==> src/rtl/mc_controller.sv <==
// mc_controller: multicycle MIPS-subset control FSM (Moore) with combinational pcen
module mc_controller (
  input  logic       clk,
  input  logic       reset,
  input  logic [5:0] op,
  input  logic [5:0] funct,
  input  logic       zero,
  output logic       pcen,
  output logic       memwrite,
  output logic       irwrite,
  output logic       regwrite,
  output logic       iord,
  output logic       memtoreg,
  output logic       regdst,
  output logic       alusrca,
  output logic [1:0] alusrcb,
  output logic [1:0] pcsrc,
  output logic [2:0] alucontrol,
  output logic [3:0] state
);
  typedef enum logic [3:0] {
    FETCH = 4'd0, DECODE = 4'd1, MEMADR = 4'd2, MEMRD = 4'd3, MEMWB = 4'd4, MEMWR = 4'd5,
    EXECUTE = 4'd6, ALUWB = 4'd7, BRANCH = 4'd8, ADDIEX = 4'd9, ADDIWB = 4'd10, JUMP = 4'd11
  } state_t;
  state_t r_state, w_next, w_st;
  logic w_pcwrite, w_branch;
  assign state = r_state;
  assign pcen  = w_pcwrite | (w_branch & zero);
  // state register; reset wins over any in-flight instruction
  always_ff @(posedge clk)
    r_state <= reset ? FETCH : w_next;
  // next-state logic; unused encodings and unknown opcodes fall back to FETCH
  always_comb begin
    w_next = FETCH;
    case (r_state)
      FETCH:   w_next = DECODE;
      DECODE:  w_next = (op == 6'b100011 || op == 6'b101011) ? MEMADR :
                        (op == 6'b000000) ? EXECUTE :
                        (op == 6'b000100) ? BRANCH :
                        (op == 6'b001000) ? ADDIEX :
                        (op == 6'b000010) ? JUMP : FETCH;
      MEMADR:  w_next = (op == 6'b101011) ? MEMWR : MEMRD;
      MEMRD:   w_next = MEMWB;
      EXECUTE: w_next = ALUWB;
      ADDIEX:  w_next = ADDIWB;
      default: w_next = FETCH;
    endcase
  end
  // Moore outputs; during reset selects show FETCH values and all writes are masked
  always_comb begin
    w_st       = reset ? FETCH : r_state;
    w_pcwrite  = 1'b0;
    w_branch   = 1'b0;
    memwrite   = 1'b0;
    irwrite    = 1'b0;
    regwrite   = 1'b0;
    iord       = 1'b0;
    memtoreg   = 1'b0;
    regdst     = 1'b0;
    alusrca    = 1'b0;
    alusrcb    = 2'b00;
    pcsrc      = 2'b00;
    alucontrol = 3'b000;
    case (w_st)
      FETCH: begin
        irwrite    = 1'b1;
        w_pcwrite  = 1'b1;
        alusrcb    = 2'b01;
        alucontrol = 3'b010;
      end
      DECODE: begin
        alusrcb    = 2'b11;
        alucontrol = 3'b010;
      end
      MEMADR, ADDIEX: begin
        alusrca    = 1'b1;
        alusrcb    = 2'b10;
        alucontrol = 3'b010;
      end
      MEMRD: iord = 1'b1;
      MEMWB: begin
        regwrite = 1'b1;
        memtoreg = 1'b1;
      end
      MEMWR: begin
        memwrite = 1'b1;
        iord     = 1'b1;
      end
      EXECUTE: begin
        alusrca    = 1'b1;
        alucontrol = (funct == 6'b100010) ? 3'b110 :
                     (funct == 6'b100100) ? 3'b000 :
                     (funct == 6'b100101) ? 3'b001 :
                     (funct == 6'b101010) ? 3'b111 : 3'b010;
      end
      ALUWB: begin
        regwrite = 1'b1;
        regdst   = 1'b1;
      end
      BRANCH: begin
        w_branch   = 1'b1;
        alusrca    = 1'b1;
        alucontrol = 3'b110;
        pcsrc      = 2'b01;
      end
      ADDIWB: regwrite = 1'b1;
      JUMP: begin
        w_pcwrite = 1'b1;
        pcsrc     = 2'b10;
      end
      default: ;
    endcase
    if (reset) begin
      irwrite   = 1'b0;
      w_pcwrite = 1'b0;
    end
  end
endmodule

==> config.mk <==
export PLATFORM = sky130hd
export DESIGN_NAME = mc_controller
export DESIGN_NICKNAME = d
export VERILOG_FILES = /design/src/rtl/mc_controller.sv
export SDC_FILE = /design/constraint.sdc
export NUM_CORES = 1
export LEC_CHECK = 0
export CAP_MARGIN = 15
export CORE_MARGIN = 5
export CORE_UTILIZATION = 38
export DETAILED_ROUTE_END_ITERATION = 7
export GPL_TIMING_DRIVEN = 0
export HOLD_SLACK_MARGIN = 0.02
export PLACE_DENSITY = 0.83
export SYNTH_ARGS = -nofsm -noshare
export SYNTH_HDL_FRONTEND = slang
export SYNTH_SLANG_ARGS = --single-unit
export TNS_END_PERCENT = 20
==> constraint.sdc <==
create_clock -name clk -period 3.7 [get_ports clk]
set_input_delay 0.925 -clock clk [delete_from_list [all_inputs] [get_ports clk]]
set_output_delay 0.925 -clock clk [all_outputs]
set_load 0.02 [all_outputs]
# After elaboration in Yosys (flattened, before gate mapping)
# Index checks and enable logic that the tools add are counted.
[classes]
reduce_logical = 10
n_mux = 26
n_eq_ne = 25
bitwise_logic = 2
[ops]
columns = ["op", "n"]
rows = [
  ["== test 6 bit (second input constant)", 6],
  ["2-to-1 mux 4 bit", 6],
  ["one-hot mux 4 bit (6 select lines)", 1],
  ["== test 4 x 3 -> 1 bit (second input constant)", 5],
  ["== test 4 bit (second input constant)", 5],
  ["== test 4 x 2 -> 1 bit (second input constant)", 4],
  ["2-to-1 mux 3 bit", 5],
  ["2-to-1 mux 1 bit", 11],
  ["one-hot mux 3 bit (3 select lines)", 1],
  ["== test 4 x 1 -> 1 bit (second input constant)", 2],
  ["zero test 4 bit", 2],
  ["OR reduction 4 bit", 2],
  ["== test 6 x 2 -> 1 bit (second input constant)", 1],
  ["== test 6 x 3 -> 1 bit (second input constant)", 1],
  ["== test 6 x 4 -> 1 bit (second input constant)", 1],
  ["zero test 6 bit", 1],
  ["one-hot mux 2 bit (3 select lines)", 1],
  ["OR reduction 2 bit", 3],
  ["one-hot mux 2 bit (2 select lines)", 1],
  ["OR reduction 3 bit", 1],
  ["AND 1 bit", 1],
  ["logical OR 1 bit", 1],
  ["OR 1 bit", 1],
]
[word_totals]
wordCells = 64
input_bits = 15
output_inout_bits = 19
reg_bits = 4

# Longest topological paths before layout
[logic_depth]
word_depth = 7
ltp_mapped = 5
mapped_depth_nobuf = 4

# Worst setup path after synthesis
# Ideal clock, no wire load.
[synth_path]
kind = "input to output"
from = "input port funct[4]"
to = "output port alucontrol[2]"
slack_ns = 0.826
t_arrival_ns = 1.949
path_buffers = 0
cell_stages = 3
required_ns = 2.775
cell_sequence = "nand2b_1 -> or4_1 -> o22ai_1"
[synth_between]
elab_chain_len = 6
elab_cells_between_ends = 9
classes_between = "eq/ne (4); mux (5)"
[synth_rtl]
columns = ["item", "line", "rtl"]
rows = [
  ["start, declared", "6", "input logic [5:0] funct,"],
  ["== test 6 bit", "94", "(funct == 6'b101010) ? 3'b111 : 3'b010;"],
  ["2-to-1 mux 3 bit", "94", ""],
  ["2-to-1 mux 3 bit", "93", "(funct == 6'b100101) ? 3'b001 :"],
  ["2-to-1 mux 3 bit", "92", "(funct == 6'b100100) ? 3'b000 :"],
  ["2-to-1 mux 3 bit (*)", "91", "alucontrol = (funct == 6'b100010) ? 3'b110 :"],
  ["one-hot mux 3 bit (3 select lines) (*)", "64", "case (w_st)"],
  ["end, declared", "18", "output logic [2:0] alucontrol,"],
]
# Every way passes the cells marked *; elsewhere a longest branch is shown, timed or not.

# Final worst setup path
[layout_path]
from = "input port reset"
to = "output port regdst"
[layout_between]
elab_chain_len = 3
[layout_rtl]
columns = ["item", "line", "rtl"]
rows = [
  ["start, declared", "4", "input logic reset,"],
  ["2-to-1 mux 4 bit", "51", "w_st = reset ? FETCH : r_state;"],
  ["== test 4 x 3 -> 1 bit", "64", ""],
  ["2-to-1 mux 1 bit", "64", ""],
  ["end, declared", "14", "output logic regdst,"],
]
# Every way passes these cells.

==> summary.log <==
INFO  synth          synthArstFlopShare=0
INFO  timing         post-route-worst-setup-slack=0.1207ns
INFO  synth          yosys.area.top_type_share=0.1509
INFO  routing        routedWlPerCell=13.48um
INFO  worst_setup_path worstPathArrival=2.65ns
INFO  worst_setup_path cp_endpoint_kind=output pin
INFO  finish         largest_register_ffs=4
INFO  die            chipWidth=47.37um
INFO  worst_setup_path critical_path.startpoint_type=primary input
INFO  synth          yosysWarningCount=0
INFO  timing         layout_worst_path_cycle_share=0.9674
INFO  synth          post_synth_instance_area=530.5um^2
INFO  pwr            p_per_area=182.2mW/mm^2
INFO  finish         num_antenna_cells=0
INFO  timing         final_slew_violations=0
INFO  routing        routed_via_density=5.641
INFO  finish         fill_cells=128
INFO  worst_setup_path ordered_list_of_cells_on_the_worst_path=clkdlybuf4s50_1, clkbuf_1, nand3b_1, nor2_1, clkdlybuf4s50_1
INFO  clock_network  worst_skew_pair.late_latency=0.24ns
INFO  synth          synth_edf_count=0
INFO  synth          syn-instance-count=81
INFO  die            dieArea=0.002243mm^2
INFO  worst_setup_path max_fo_critical_path=10
INFO  die            placement_rows=13
INFO  worst_setup_path worst-r2r-cell-count=3
INFO  clock_network  ctsRootBufferMaster=sky130_fd_sc_hd__clkbuf_4
INFO  worst_setup_path worstSetupEndpoint=regdst
INFO  routing        dr.pass1.iters=4
INFO  die            fp.coreArea=0.001318mm^2
INFO  timing         fin_hold_ws=0.6787ns
INFO  grt            globalRoute.totalOverflow=0
INFO  synth          synth.most_common_cell=sky130_fd_sc_hd__nor2_1
INFO  clock_network  clock-sinks=4
INFO  routing        post-route-drc-count=0
INFO  timing         tightest_slew=0.5047ns
INFO  synth          yosys_most_used_dff=sky130_fd_sc_hd__dfxtp_1
INFO  routing        ant_nets=0
INFO  placed_design  placedCellCount=128
INFO  grt            groute.usage.overall=0.1737
INFO  routing        vias=739
INFO  worst_setup_path worst_r2r_endpoint=state[0]$_SDFF_PP0_
INFO  worst_setup_path path_delay_family=buffers and inverters
INFO  finish         fin_nets=133
INFO  timing         achievable-frequency=279.4MHz
INFO  worst_setup_path path_common_cell=sky130_fd_sc_hd__clkdlybuf4s50_1
INFO  placed_design  globalplace.congestion=0.8830
INFO  timing         skew=0.001701ns
INFO  synth          syn_avg_cell_area=6.549um^2
INFO  synth          main_combinational_cell_family_by_area_after_synthesis=simple AND/OR/NAND/NOR gates
INFO  placed_design  detailedPlacementHpwl=1348um
INFO  placed_design  pre_cts_ws=-0.01318ns
INFO  worst_setup_path required=2.77ns
INFO  synth          post_synth_and_or_nand_nor_area_fraction=0.4198
INFO  synth          synth_top_cells_by_count=sky130_fd_sc_hd__nor2_1 (16), sky130_fd_sc_hd__a21oi_1 (6), sky130_fd_sc_hd__nor3_1 (6)
INFO  hold_path      worst_hold_path_type=reg -> reg
INFO  pwr            irDropWorstVdd=0.1363mV
INFO  worst_setup_path timing.critical_path.buf_inv=3
INFO  clock_network  clock_tree.buffer_depth=2
INFO  routing        drt_iter0_drc=8
INFO  die            io_pins=34
INFO  worst_setup_path regToRegSetupSlack=2.31ns
INFO  worst_setup_path worst_r2r_startpoint=state[1]$_SDFF_PP0_
INFO  worst_setup_path criticalPathCategory=in -> out
INFO  placed_design  portBuffers=32
INFO  worst_setup_path max_stage_delay=0.61ns
INFO  clock_network  tritoncts=yes
INFO  run            max_cap_violations=0
INFO  synth          post-synth-top-area-cell=sky130_fd_sc_hd__dfxtp_1
INFO  grt            grt_first_pass_wirelength=2766um
INFO  finish         post-route-cell-area=895.9um^2
INFO  timing         setup_repair_after_global_routing_missed_its_margin=yes
INFO  synth          synthAdderAreaFrac=0
INFO  routing        totalWireLength=1766um
INFO  pwr            p_total=0.1632mW
INFO  die            initial_utilization=0.4027
INFO  synth          synthXorXnorAreaFrac=0.04953
INFO  placed_design  dpl_cell_area=869.6um^2
INFO  synth          fraction_of_the_mapped_netlist_area_in_compound_gates=0.3090
INFO  timing         setup-violations-final=0
INFO  worst_setup_path setup.worst_path.start=reset
INFO  clock_network  cts.reportedPaths.clkPinSlew=0.04ns
INFO  pwr            pleak=0.3262nW
INFO  synth          synth-seq-area-share=0.1509
INFO  synth          yosys.cell_types.count=31
INFO  synth          synth-seq-cells=4
INFO  worst_setup_path crit_cells=5
INFO  timing         timing.max_slew.rel_slack=0.6635
INFO  timing         timing.final.crit_period=3.579ns
INFO  clock_network  cts_made_buffers=3
INFO  finish         syn2layout_area_growth=68.87%
INFO  finish         final_layout_size_suffix_gt1_frac=0.06034
INFO  run_status     result_of_the_run=finished, final reports clean
INFO  timing         timing_hold_violations_final=0
INFO  clock_network  htree_num_levels=1
INFO  grt            grt_max_degree=11
INFO  worst_setup_path cp_slowest_cell=sky130_fd_sc_hd__clkdlybuf4s50_1
INFO  grt            antenna_found_initial=0
INFO  finish         instances_no_fill=131
INFO  die            fp.dieH=47.37um
INFO  grt            via_count_of_the_first_global_routing_pass=663
INFO  synth          synth.top_cells.by_area=sky130_fd_sc_hd__dfxtp_1 (15%), sky130_fd_sc_hd__nor2_1 (11%), sky130_fd_sc_hd__nand2b_1 (5.9%), sky130_fd_sc_hd__a21oi_1 (5.7%), sky130_fd_sc_hd__nor3_1 (5.7%)
INFO  synth          synthesis.nets=96
INFO  synth          synth.mux.area_fraction=0
-- worst register-to-register path: stages (launching register included) --
cell                        delay [ns]
sky130_fd_sc_hd__dfxtp_1          0.34
sky130_fd_sc_hd__clkbuf_1         0.38
sky130_fd_sc_hd__inv_1            0.20
sky130_fd_sc_hd__a2111oi_4        0.37
-- through the flow --
| step | util | TNS [ns] |
|---|---|---|
| global placement | 0.6600 | 0 |
| detailed placement | 0.6600 | -0.01318 |
| global route | 0.6800 | -0.03309 |
| floorplan | - | 0 |
| CTS | 0.6762 | 0 |
| finish | 0.6800 | 0 |
-- logic make-up after synthesis --
kind of cell	count (synthesis)
flip-flops	4
AO/OA/AOI/OAI	23
AND/OR/NAND/NOR	41
buffers and inverters	10
XOR/XNOR	3
-- layout make-up --
cell class              count  area, um^2  share of cell area
inverters                   4       15.01             0.01676
well taps                  15       18.77             0.02095
repair buffers             32       324.1              0.3617
multi-input cells          67       412.9              0.4609
clock buffers               3       22.52             0.02514
plain buffers               6       22.52             0.02514
flip-flops and latches      4       80.08             0.08939
-- worst min-delay path by stage --
stage,start,to,slack [ns],cells after the start
after floorplan,state[1]$_SDFF_PP0_,state[3]$_SDFF_PP0_,0.74,2
after global routing,state[1]$_SDFF_PP0_,state[3]$_SDFF_PP0_,0.77,2
after global placement,state[1]$_SDFF_PP0_,state[3]$_SDFF_PP0_,0.64,2
after CTS,state[1]$_SDFF_PP0_,state[3]$_SDFF_PP0_,0.68,2
after detailed placement,state[1]$_SDFF_PP0_,state[3]$_SDFF_PP0_,0.68,2
final,state[1]$_SDFF_PP0_,state[3]$_SDFF_PP0_,0.68,2
-- cell usage in the layout, fill, tap and decap left out, types with 3 or more instances in the layout --
cell type                         count
sky130_fd_sc_hd__nor3_1               6
sky130_fd_sc_hd__nand2b_1             5
sky130_fd_sc_hd__clkdlybuf4s50_1     29
sky130_fd_sc_hd__o21ai_0              4
sky130_fd_sc_hd__clkbuf_1             4
sky130_fd_sc_hd__clkbuf_4             3
sky130_fd_sc_hd__nor2_1              16
sky130_fd_sc_hd__inv_1                4
sky130_fd_sc_hd__a21oi_1              6
sky130_fd_sc_hd__dfxtp_1              4
sky130_fd_sc_hd__a31oi_1              3
-- power by group --
| group | total (mW) | switching (mW) | leakage [nW] | internal (mW) |
|---|---|---|---|---|
| Sequential | 0.0456 | 0.000918 | 0.0326 | 0.0447 |
| Combinational | 0.0621 | 0.0303 | 0.280 | 0.0318 |
| Clock | 0.0555 | 0.0192 | 0.0138 | 0.0364 |
| Total | 0.163 | 0.0504 | 0.326 | 0.113 |
-- repair_timing --
action / in CTS / in global routing
setup buffers: 0 / 0
hold buffers: 0 / 0
hold endpoints to repair: 0 / 0
cloned: 0 / 0
endpoints found under the setup margin: 1 / 4
gates resized for setup: 1 / 2
-- metal layers --
metal  GRT usage  vias to the layer above  part of all wire
li1            -                      375                 -
met1      0.1798                      329              0.39
met2      0.3369                       31              0.49
met3     0.01916                        4              0.11
met4     0.08287                        0             0.020
met5           0                        -                 0
(Power assumes the default switching activity.)
